**src/rtl/inst_fetch_buf_pkg.sv**
```systemverilog
// Shared definitions for the instruction fetch line buffer: bus widths, line size
// default and FSM encoding (PREFETCH exists only when IFB_PREFETCH_EN is defined).
package inst_fetch_buf_pkg;

    localparam int IFB_ADDR_W         = 32;
    localparam int IFB_DATA_W         = 32;
    localparam int IFB_LINE_WORDS_DEF = 4;

    typedef enum logic [1:0] {
        ST_IDLE  = 2'd0,
        ST_FILL  = 2'd1,
        ST_DRAIN = 2'd2
`ifdef IFB_PREFETCH_EN
        ,
        ST_PREFETCH = 2'd3
`endif
    } ifb_state_e;

endpackage

```
**src/rtl/inst_fetch_buf_line.sv**
```systemverilog
// ifb_line: one line buffer -- tag, per-word valid bits, word array with a single
// write port and a combinational read port.
module ifb_line
    import inst_fetch_buf_pkg::*;
#(
    parameter int LINE_WORDS = IFB_LINE_WORDS_DEF,
    parameter int TAG_W      = IFB_ADDR_W - $clog2(IFB_LINE_WORDS_DEF) - 2,
    localparam int OFF_W     = $clog2(LINE_WORDS)
) (
    input  logic                  clk,
    input  logic                  rst,
    input  logic                  tag_ld,
    input  logic [TAG_W-1:0]      tag_in,
    input  logic                  clr_vld,
    input  logic                  wr_en,
    input  logic [OFF_W-1:0]      wr_idx,
    input  logic [IFB_DATA_W-1:0] wr_data,
    input  logic [OFF_W-1:0]      rd_idx,
    output logic [TAG_W-1:0]      tag_o,
    output logic [LINE_WORDS-1:0] vld_o,
    output logic [IFB_DATA_W-1:0] rd_data
);

    logic [IFB_DATA_W-1:0] words_q [LINE_WORDS];

    // Clearing (flush or new tag) wins over a same-cycle beat write.
    always_ff @(posedge clk or negedge rst) begin
        if (!rst) begin
            tag_o <= '0;
            vld_o <= '0;
        end else begin
            if (tag_ld)
                tag_o <= tag_in;
            if (clr_vld || tag_ld)
                vld_o <= '0;
            else if (wr_en)
                vld_o[wr_idx] <= 1'b1;
        end
    end

    always_ff @(posedge clk) begin
        if (wr_en)
            words_q[wr_idx] <= wr_data;
    end

    assign rd_data = words_q[rd_idx];

endmodule

```
**src/rtl/inst_fetch_buf.sv**
```systemverilog
// inst_fetch_buf: line buffer between the core's ROM port and backing memory.
// Optional next-line prefetch into a second buffer when IFB_PREFETCH_EN is defined.
module inst_fetch_buf
    import inst_fetch_buf_pkg::*;
#(
    parameter int LINE_WORDS = IFB_LINE_WORDS_DEF
) (
    input  logic                  clk,
    input  logic                  rst,
    input  logic                  ce_i,
    input  logic [IFB_ADDR_W-1:0] addr_i,
    output logic [IFB_DATA_W-1:0] inst_o,
    output logic                  stall_req_o,
    input  logic                  flush_i,
    output logic                  mem_req_o,
    output logic [IFB_ADDR_W-1:0] mem_addr_o,
    input  logic                  mem_ack_i,
    input  logic [IFB_DATA_W-1:0] mem_rdata_i
);

    localparam int OFF_W = $clog2(LINE_WORDS);
    localparam int TAG_W = IFB_ADDR_W - OFF_W - 2;
    localparam logic [OFF_W-1:0] LAST = OFF_W'(LINE_WORDS - 1);
`ifdef IFB_PREFETCH_EN
    localparam int NBUF = 2;
`else
    localparam int NBUF = 1;
`endif

    logic [TAG_W-1:0] req_tag;
    logic [OFF_W-1:0] req_idx;
    logic             addr_unused;
    assign req_tag     = addr_i[IFB_ADDR_W-1 -: TAG_W];
    assign req_idx     = addr_i[OFF_W+1:2];
    assign addr_unused = ^addr_i[1:0];

    ifb_state_e            state_q, state_d;
    logic [OFF_W-1:0]      cnt_q, cnt_d;
    logic                  req_q, req_d;
    logic [IFB_ADDR_W-1:0] maddr_q, maddr_d;
    logic                  sel_q, sel_d;    // buffer the core is reading
    logic                  fbuf_q, fbuf_d;  // buffer the beats are writing

    logic [TAG_W-1:0]      line_tag  [NBUF];
    logic [LINE_WORDS-1:0] line_vld  [NBUF];
    logic [IFB_DATA_W-1:0] line_word [NBUF];
    logic [NBUF-1:0]       line_hit, tag_ld, clr_vld, wr_en;
    logic [TAG_W-1:0]      ld_tag;
    logic                  ack_v, any_hit;

    for (genvar b = 0; b < NBUF; b++) begin : g_line
        ifb_line #(.LINE_WORDS(LINE_WORDS), .TAG_W(TAG_W)) u_line (
            .clk     (clk),
            .rst     (rst),
            .tag_ld  (tag_ld[b]),
            .tag_in  (ld_tag),
            .clr_vld (clr_vld[b]),
            .wr_en   (wr_en[b]),
            .wr_idx  (cnt_q),
            .wr_data (mem_rdata_i),
            .rd_idx  (req_idx),
            .tag_o   (line_tag[b]),
            .vld_o   (line_vld[b]),
            .rd_data (line_word[b])
        );
    end

    always_comb begin
        line_hit = '0;
        inst_o   = '0;
        for (int b = 0; b < NBUF; b++) begin
            line_hit[b] = (line_tag[b] == req_tag) && line_vld[b][req_idx];
            if (ce_i && line_hit[b])
                inst_o = line_word[b];
        end
    end

    assign any_hit     = |line_hit;
    assign stall_req_o = rst && ce_i && !any_hit;
    assign ack_v       = mem_ack_i && req_q;

    always_comb begin
        state_d = state_q;
        cnt_d   = cnt_q;
        req_d   = req_q;
        maddr_d = maddr_q;
        sel_d   = sel_q;
        fbuf_d  = fbuf_q;
        tag_ld  = '0;
        clr_vld = flush_i ? '1 : '0;
        wr_en   = '0;
        ld_tag  = req_tag;
        unique case (state_q)
            ST_IDLE: begin
`ifdef IFB_PREFETCH_EN
                if (ce_i && line_hit[~sel_q])
                    sel_d = ~sel_q;
`endif
                if (ce_i && !any_hit && !flush_i) begin
                    state_d        = ST_FILL;
                    tag_ld[sel_q]  = 1'b1;
                    fbuf_d         = sel_q;
                    cnt_d          = '0;
                    req_d          = 1'b1;
                    maddr_d        = {req_tag, {(OFF_W+2){1'b0}}};
                end
            end
            ST_FILL: begin
                if (flush_i) begin
                    state_d = ack_v ? ST_IDLE : ST_DRAIN;
                    req_d   = !ack_v;
                end else if (!ce_i || req_tag != line_tag[fbuf_q]) begin
                    // Core left the line: keep a just-arrived beat, otherwise drain.
                    wr_en[fbuf_q] = ack_v;
                    state_d       = ack_v ? ST_IDLE : ST_DRAIN;
                    req_d         = !ack_v;
                end else if (ack_v) begin
                    wr_en[fbuf_q] = 1'b1;
                    if (cnt_q == LAST) begin
`ifdef IFB_PREFETCH_EN
                        state_d        = ST_PREFETCH;
                        tag_ld[~fbuf_q] = 1'b1;
                        ld_tag         = line_tag[fbuf_q] + 1'b1;
                        fbuf_d         = ~fbuf_q;
                        cnt_d          = '0;
                        maddr_d        = maddr_q + 32'd4;
`else
                        state_d = ST_IDLE;
                        req_d   = 1'b0;
`endif
                    end else begin
                        cnt_d   = cnt_q + 1'b1;
                        maddr_d = maddr_q + 32'd4;
                    end
                end
            end
            ST_DRAIN: begin
                if (ack_v) begin
                    state_d = ST_IDLE;
                    req_d   = 1'b0;
                end
            end
`ifdef IFB_PREFETCH_EN
            ST_PREFETCH: begin
                if (flush_i || (ce_i && !any_hit && req_tag != line_tag[fbuf_q])) begin
                    state_d = ack_v ? ST_IDLE : ST_DRAIN;
                    req_d   = !ack_v;
                end else begin
                    if (ack_v) begin
                        wr_en[fbuf_q] = 1'b1;
                        if (cnt_q == LAST) begin
                            state_d = ST_IDLE;
                            req_d   = 1'b0;
                        end else begin
                            cnt_d   = cnt_q + 1'b1;
                            maddr_d = maddr_q + 32'd4;
                        end
                    end
                    // Core entered the line being prefetched: it becomes the live fill.
                    if (ce_i && req_tag == line_tag[fbuf_q]) begin
                        sel_d = fbuf_q;
                        if (!(ack_v && cnt_q == LAST))
                            state_d = ST_FILL;
                    end
                end
            end
`endif
            default: ;
        endcase
    end

    always_ff @(posedge clk or negedge rst) begin
        if (!rst) begin
            state_q <= ST_IDLE;
            cnt_q   <= '0;
            req_q   <= 1'b0;
            maddr_q <= '0;
            sel_q   <= 1'b0;
            fbuf_q  <= 1'b0;
        end else begin
            state_q <= state_d;
            cnt_q   <= cnt_d;
            req_q   <= req_d;
            maddr_q <= maddr_d;
            sel_q   <= sel_d;
            fbuf_q  <= fbuf_d;
        end
    end

    assign mem_req_o  = req_q;
    assign mem_addr_o = maddr_q;

endmodule

```
**config.mk**
```make
export PLATFORM = sky130hd
export DESIGN_NAME = inst_fetch_buf
export DESIGN_NICKNAME = d
export VERILOG_FILES = /design/src/rtl/inst_fetch_buf_pkg.sv /design/src/rtl/inst_fetch_buf_line.sv /design/src/rtl/inst_fetch_buf.sv
export SDC_FILE = /design/constraint.sdc
export NUM_CORES = 1
export LEC_CHECK = 0
export CORE_UTILIZATION = 51
export CTS_CLUSTER_SIZE = 12
export DETAILED_ROUTE_END_ITERATION = 16
export MAX_ROUTING_LAYER = met4
export PLACE_DENSITY = 0.79
export SETUP_SLACK_MARGIN = 0.1
export SLEW_MARGIN = 30
export SYNTH_ARGS = -nofsm -noshare
export SYNTH_HDL_FRONTEND = slang
export SYNTH_SLANG_ARGS = --single-unit
```
**constraint.sdc**
```tcl
create_clock -name clk -period 5.5 [get_ports clk]
set_input_delay 0.55 -clock clk [delete_from_list [all_inputs] [get_ports clk]]
set_output_delay 0.55 -clock clk [all_outputs]
set_load 0.01 [all_outputs]
```
# [After elaboration in Yosys (flattened, before gate mapping)]
# Memory sizes are Yosys's and may differ from the RTL's.
# Index checks and enable logic that the tools add are counted.
[op_classes] add_sub_neg=2 n_lt_le_gt_ge=3 n_eq_ne=13 n_mux=43 bitwise_logic=1 n_reduce_logical=20
[ops] cell="two-way mux 32 bit" count=6
[ops] cell="case mux 32 bit (2 select lines)" count=1
[ops] cell="adder 32 x 3 -> 32 bit, second input constant" count=1
[ops] cell="== test 28 bit" count=1
[ops] cell="!= test 28 bit" count=1
[ops] cell="two-way mux 2 bit" count=12
[ops] cell="two-way mux 1 bit" count=17
[ops] cell="!= test 2 bit, second input constant" count=6
[ops] cell="logical AND 1 bit" count=8
[ops] cell="two-way mux 4 bit" count=2
[ops] cell="!= test 4 bit, second input constant" count=2
[ops] cell="less-than comparator 2 x 3 -> 1 bit, second input constant" count=2
[ops] cell="case mux 2 bit (3 select lines)" count=1
[ops] cell="AND reduction 6 bit" count=1
[ops] cell="AND reduction 5 bit" count=1
[ops] cell="== test 2 bit, second input constant" count=2
[ops] cell="zero test 1 bit" count=4
[ops] cell="OR 4 bit" count=1
[ops] cell="case mux 2 bit (2 select lines)" count=1
[ops] cell="nonzero test 2 bit" count=2
[ops] cell="case mux 1 bit (3 select lines)" count=1
[ops] cell="nonzero test 3 bit" count=1
[ops] cell="adder 2 x 1 -> 2 bit, second input constant" count=1
[ops] cell="binary-select mux 1 bit (select 2 bit)" count=1
[ops] cell="other kinds (5)" count=6
[word_totals] ff_bits=69 mem_bits_rw=128 in_bits=69 out_inout_bits=66 elab_cells=89 memories=1
[memory_table] memory="g_line[0].u_line.words_q" depth=4 word_bits=32 read_ports=1 rd_ports_with_merged_regs=0 wr=1 line_no="inst_fetch_buf_line.sv:24" text="logic [IFB_DATA_W-1:0] words_q [LINE_WORDS];"

# [Depth between registers and ports, before layout]
[depth] depth_word=10 depth_mapped=12 depth_no_buf=9

# [By module]
# From an unflattened synthesis, not the netlist that was laid out.
[unflattened] hier_cells=601 hier_area_um2=9148.8
[modules_own_cells] module="ifb_line" n_inst=1 cells_each=239 area_each_um2=5856.9 seq_area_each_um2=4644.5
[modules_own_cells] module="inst_fetch_buf" n_inst=1 cells_each=362 area_each_um2=3291.9 seq_area_each_um2=875.8

# [Least setup slack after synthesis]
# OpenSTA, ideal clock, no wires.
[synth_timing] kind="register -> register" startpoint="register state_q[1]" endpoint="memory g_line[0].u_line.words_q[0][0], enable pin" setup_ps=393 arrival_ps=2119 setup_slack_ps=2988 stages_incl_launch_ff=7 n_path_buf=1 synth_period_minus_slack_ps=2512 path_cell_list="dfrtp_1 > inv_1 > ha_1 > buf_4 > clkinv_1 > nor3_1 > and2_1"
[synth_via] elab_chain_len=4
[synth_rtl] element="start, declared" line_no="inst_fetch_buf.sv:37" text="ifb_state_e state_q, state_d;"
[synth_rtl] element="start signal, assigned" line_no="inst_fetch_buf.sv:181" text="state_q <= state_d;"
[synth_rtl] element="== test 2 x 1 -> 1 bit" line_no="inst_fetch_buf.sv:93" text="unique case (state_q)"
[synth_rtl] element="two-way mux 1 bit" line_no="inst_fetch_buf.sv:93"
[synth_rtl] element="two-way mux 1 bit" line_no="inst_fetch_buf_line.sv:42" text="if (wr_en)"
[synth_rtl] element="two-way mux 1 bit (not written as such)" line_no="inst_fetch_buf_line.sv:43" text="words_q[wr_idx] <= wr_data;"
[synth_rtl] element="end, declared" line_no="inst_fetch_buf_line.sv:24"
# Every way passes these cells.

# [Worst setup path in the final report]
[layout_timing] startpoint="input addr_i[10]" endpoint="output inst_o[22]"
[layout_via] elab_chain_len=4
[layout_rtl] element="start, declared" line_no="inst_fetch_buf.sv:11" text="input logic [IFB_ADDR_W-1:0] addr_i,"
[layout_rtl] element="== test 28 bit" line_no="inst_fetch_buf.sv:72" text="line_hit[b] = (line_tag[b] == req_tag) && line_vld[b][req_idx];"
[layout_rtl] element="logical AND 1 bit" line_no="inst_fetch_buf.sv:72"
[layout_rtl] element="logical AND 1 bit" line_no="inst_fetch_buf.sv:73" text="if (ce_i && line_hit[b])"
[layout_rtl] element="two-way mux 32 bit" line_no="inst_fetch_buf.sv:73"
[layout_rtl] element="end, declared" line_no="inst_fetch_buf.sv:12" text="output logic [IFB_DATA_W-1:0] inst_o,"
# Every way passes these cells.

==> results.rst <==
.. list-table::
   :header-rows: 1

   * - Metric
     - Value
   * - Maximum cell stage delay along the critical path
     - 0.60 ns
   * - Length in cells of the worst reg-to-reg path
     - 7
   * - Horiz. Die Dim
     - 133 um
   * - Cell count after placement
     - 927
   * - Overall routed net length
     - 20.0 mm
   * - Critical Setup Path Class
     - in -> out
   * - Post-detail-place hpwl
     - 12.7 mm
   * - IO Pins
     - 135
   * - EDFF count, synth
     - 128
   * - Endpoint arrival time on the critical path
     - 3.45 ns
   * - Clock Latency Late Sink
     - 0.44 ns
   * - Area fraction of the dominant cell type after synthesis
     - 0.438
   * - Leading register cell type out of synthesis
     - edfxtp_1
   * - Nets
     - 804
   * - Final design utilization
     - 0.647
   * - Crit path time final
     - 4.00 ns
   * - Largest delay contributor family on the critical path
     - buffers and inverters
   * - Setup TNS
     - 0 ns
   * - Final cell count without fillers
     - 959
   * - Total design power
     - 4.16 mW
   * - Class of the tightest hold or removal check
     - in -> async
   * - Number of global-route vias before repair
     - 5,744
   * - Pin count of the biggest net entering global routing
     - 69
   * - First-pass GRT wire length
     - 31.3 mm
   * - Final clock period utilization by the worst path
     - 0.728
   * - Worst hold margin
     - 0.333 ns
   * - Routed via count divided by cell count
     - 5.95
   * - Final setup fails
     - 0
   * - Post-synthesis to final-layout area growth
     - 23.0%
   * - Number of antenna-violating nets in the routed design
     - 0
   * - Die outline area
     - 17,700 um2
   * - Share of synthesized flip-flops with an asynchronous set or reset
     - 0.344
   * - Maximum net fanout on the critical path
     - 33
   * - Antenna violations before repair
     - 0
   * - Cts repair resizes
     - 0
   * - Cts-stage hold buffer count
     - 0
   * - Maximum buffer depth of the clock tree
     - 2
   * - Core Region
     - 16,700 um2
   * - Crit-path slowest cell
     - nor3_1
   * - Seq/Total Area, Yosys
     - 0.629
   * - Post-CTS Repair Setup Buffers
     - 0
   * - Post-Synthesis Cells
     - 601
   * - Drt pass-1 iters
     - 5
   * - Kind of launch point of the worst setup path
     - primary input
   * - #FFs+latches synth
     - 195
   * - Height of the die
     - 133 um
   * - Worst clock skew on the final layout
     - 0.0102 ns
   * - Upper clock frequency limit
     - 250 MHz
   * - Avg Synthesized Cell Area
     - 14.6 um2
   * - Peak ir drop on the vdd network
     - 272 uV
   * - Synth unique cells
     - 54
   * - Initial drt markers
     - 424
   * - Average wire per standard cell
     - 20.9 um
   * - Max-slew headroom at the worst pin
     - 0.421
   * - Ant. Diodes
     - 0
   * - Outcome
     - complete, no violations
   * - Category of the worst setup path capture point
     - output port
   * - Weighted congestion reported at the end of routability-driven placement
     - 0.862
   * - TritonCTS buffer count
     - 17
   * - Largest cells by area after synthesis
     - edfxtp_1, dfrtp_1, mux4_2, mux2_2, and3_1
   * - CTS HTree Levels
     - 4
   * - Clk root buf
     - clkbuf_16
   * - Cell Pwr Density
     - 385 nW/um2
   * - Cell area after synthesis
     - 8780 um2
   * - Combined buffer and inverter count along the critical path
     - 3
   * - Worst endpoint required time
     - 4.95 ns
   * - GRT Residual Overflow
     - 0
   * - Source of the worst register-to-register timing path
     - g_line[0].u_line.tag_o[6]
   * - Cell area after placement
     - 10,200 um2
   * - Post-CTS clock slew at the launch and capture registers of the worst setup and hold paths
     - 0.07 ns
   * - Register-to-register setup slack
     - 2.33 ns
   * - Number of max-slew violations in the final report
     - 0
   * - Unrepaired setup endpoints after global routing
     - no
   * - Max capacitance violation total
     - 0
   * - Cell accounting for the most synthesized area
     - edfxtp_1
   * - Cell Chain, Critical Path
     - clkdlybuf4s50_1, xnor2_1, nand4_1, nor3_1, and3_1, buf_4, and3_1, clkdlybuf4s50_1
   * - Post-Place Setup Slack
     - 1.57 ns
   * - Standby leakage power
     - 3.95 nW
   * - DRC Markers
     - 0
   * - Worst-case setup margin in the final layout
     - 1.50 ns
   * - Fraction of layout cells with a size suffix above 1
     - 0.169
   * - End of the worst register-to-register path
     - mem_addr_o[11]
   * - Rows
     - 47
   * - Combined global-route utilization of all metal layers
     - 0.241
   * - Yosys warns
     - 0
   * - Total number of vias
     - 5,706
   * - Starting density of the core
     - 0.526
   * - Slew at the pin closest to its max-slew limit
     - 0.869 ns
   * - Number of hold violations in the final report
     - 0
   * - Area of all placed cells without fillers
     - 10,800 um2
   * - Clock tree from TritonCTS
     - yes
   * - CTS sink count
     - 195
   * - Buffers added on ports
     - 130
-- cell families after synthesis --
family | after synthesis | synth area share
compound gates | 91 | 0.0688
xor+xnor | 28 | 0.0279
fa+ha+maj | 9 | 0.0128
buf+inv | 44 | 0.0276
flops | 195 | 0.629
mux | 63 | 0.123
other cells | 1 | 0.000427
simple gates | 170 | 0.111
-- state kept, by name (all words and copies together) (netlist names) --
| signal | count |
|---|---|
| g_line.u_line.words_q | 128 |
| mem_addr_o | 30 |
| g_line.u_line.tag_o | 28 |
| g_line.u_line.vld_o | 4 |
| cnt_q | 2 |
| state_q | 2 |
| mem_req_o | 1 |
-- cells in the mapped netlist (2+ instances only) --
cell type / instances
nand3_2: 2
nand3_1: 16
buf_2: 5
o21ai_0: 19
mux4_2: 33
mux2i_1: 2
mux2_1: 3
o32ai_1: 7
xnor2_1: 28
and4_1: 4
clkbuf_1: 17
inv_1: 7
o22ai_1: 18
or2_2: 5
nand2_1: 21
and2_1: 4
buf_4: 8
nor2_1: 34
a21oi_1: 19
buf_6: 4
and3_1: 43
nor4_4: 2
ha_1: 9
nor3_1: 14
nand4_1: 17
a21o_1: 4
o21ai_1: 5
a31o_2: 8
mux2_2: 25
dfrtp_1: 67
edfxtp_1: 128
-- cell usage in the layout (no fill, tap or decap), drive strengths merged, types with 18 or more instances in the layout --
cell / netlist / routed
a21oi: 19 / 19
and3: 43 / 43
clkdlybuf4s50: 0 / 128
dfrtp: 67 / 67
edfxtp: 128 / 128
mux2: 28 / 28
mux4: 33 / 33
nand2: 22 / 22
nand3: 19 / 19
nor2: 34 / 34
o21ai: 24 / 24
o22ai: 18 / 18
xnor2: 28 / 28
-- layer usage --
layer  routed length, um  part of all wire  GRT usage  vias up
li1                    -                 -          -     2577
met1                7930              0.40      0.297     2855
met4                 444             0.022     0.0840        0
met5                   0                 0          -        -
met3                1320             0.066     0.0582       35
met2               10300              0.52      0.392      239
-- cell type report --
type	instances	area [um2]
Multi-Input combinational cell	363	3020
Sequential cell	195	5520
Timing Repair Buffer	141	1370
Fill cell	1246	5900
Clock inverter	15	154
Clock buffer	17	425
Inverter	8	30.0
Tap cell	220	275
-- worst max-delay path by stage --
stage                     from                        endpoint  cells past startpoint
floorplan           state_q[1]  g_line[0].u_line.words_q[0][0]                      6
global placement    addr_i[10]                      inst_o[14]                      8
detailed placement  addr_i[10]                       inst_o[7]                      8
CTS                 addr_i[10]                       inst_o[7]                      8
global route        addr_i[10]                       inst_o[2]                      8
finish              addr_i[10]                      inst_o[22]                      8
-- worst register-to-register path: stages, from the launching register on --
cell      delay (ns)
dfrtp_1         0.39
xnor2_1         0.27
nand4_1         0.13
nor3_1          0.60
nand3_1         0.40
a21boi_4        0.78
o21ai_0         0.29
a21oi_1         0.22
-- report_power, final --
| group | internal, mW | switching, mW |
|---|---|---|
| Clock | 0.608 | 0.587 |
| Sequential | 1.78 | 0.201 |
| Combinational | 0.514 | 0.474 |
| Total | 2.90 | 1.26 |
Note: power is estimated with default switching activity, not from simulation.
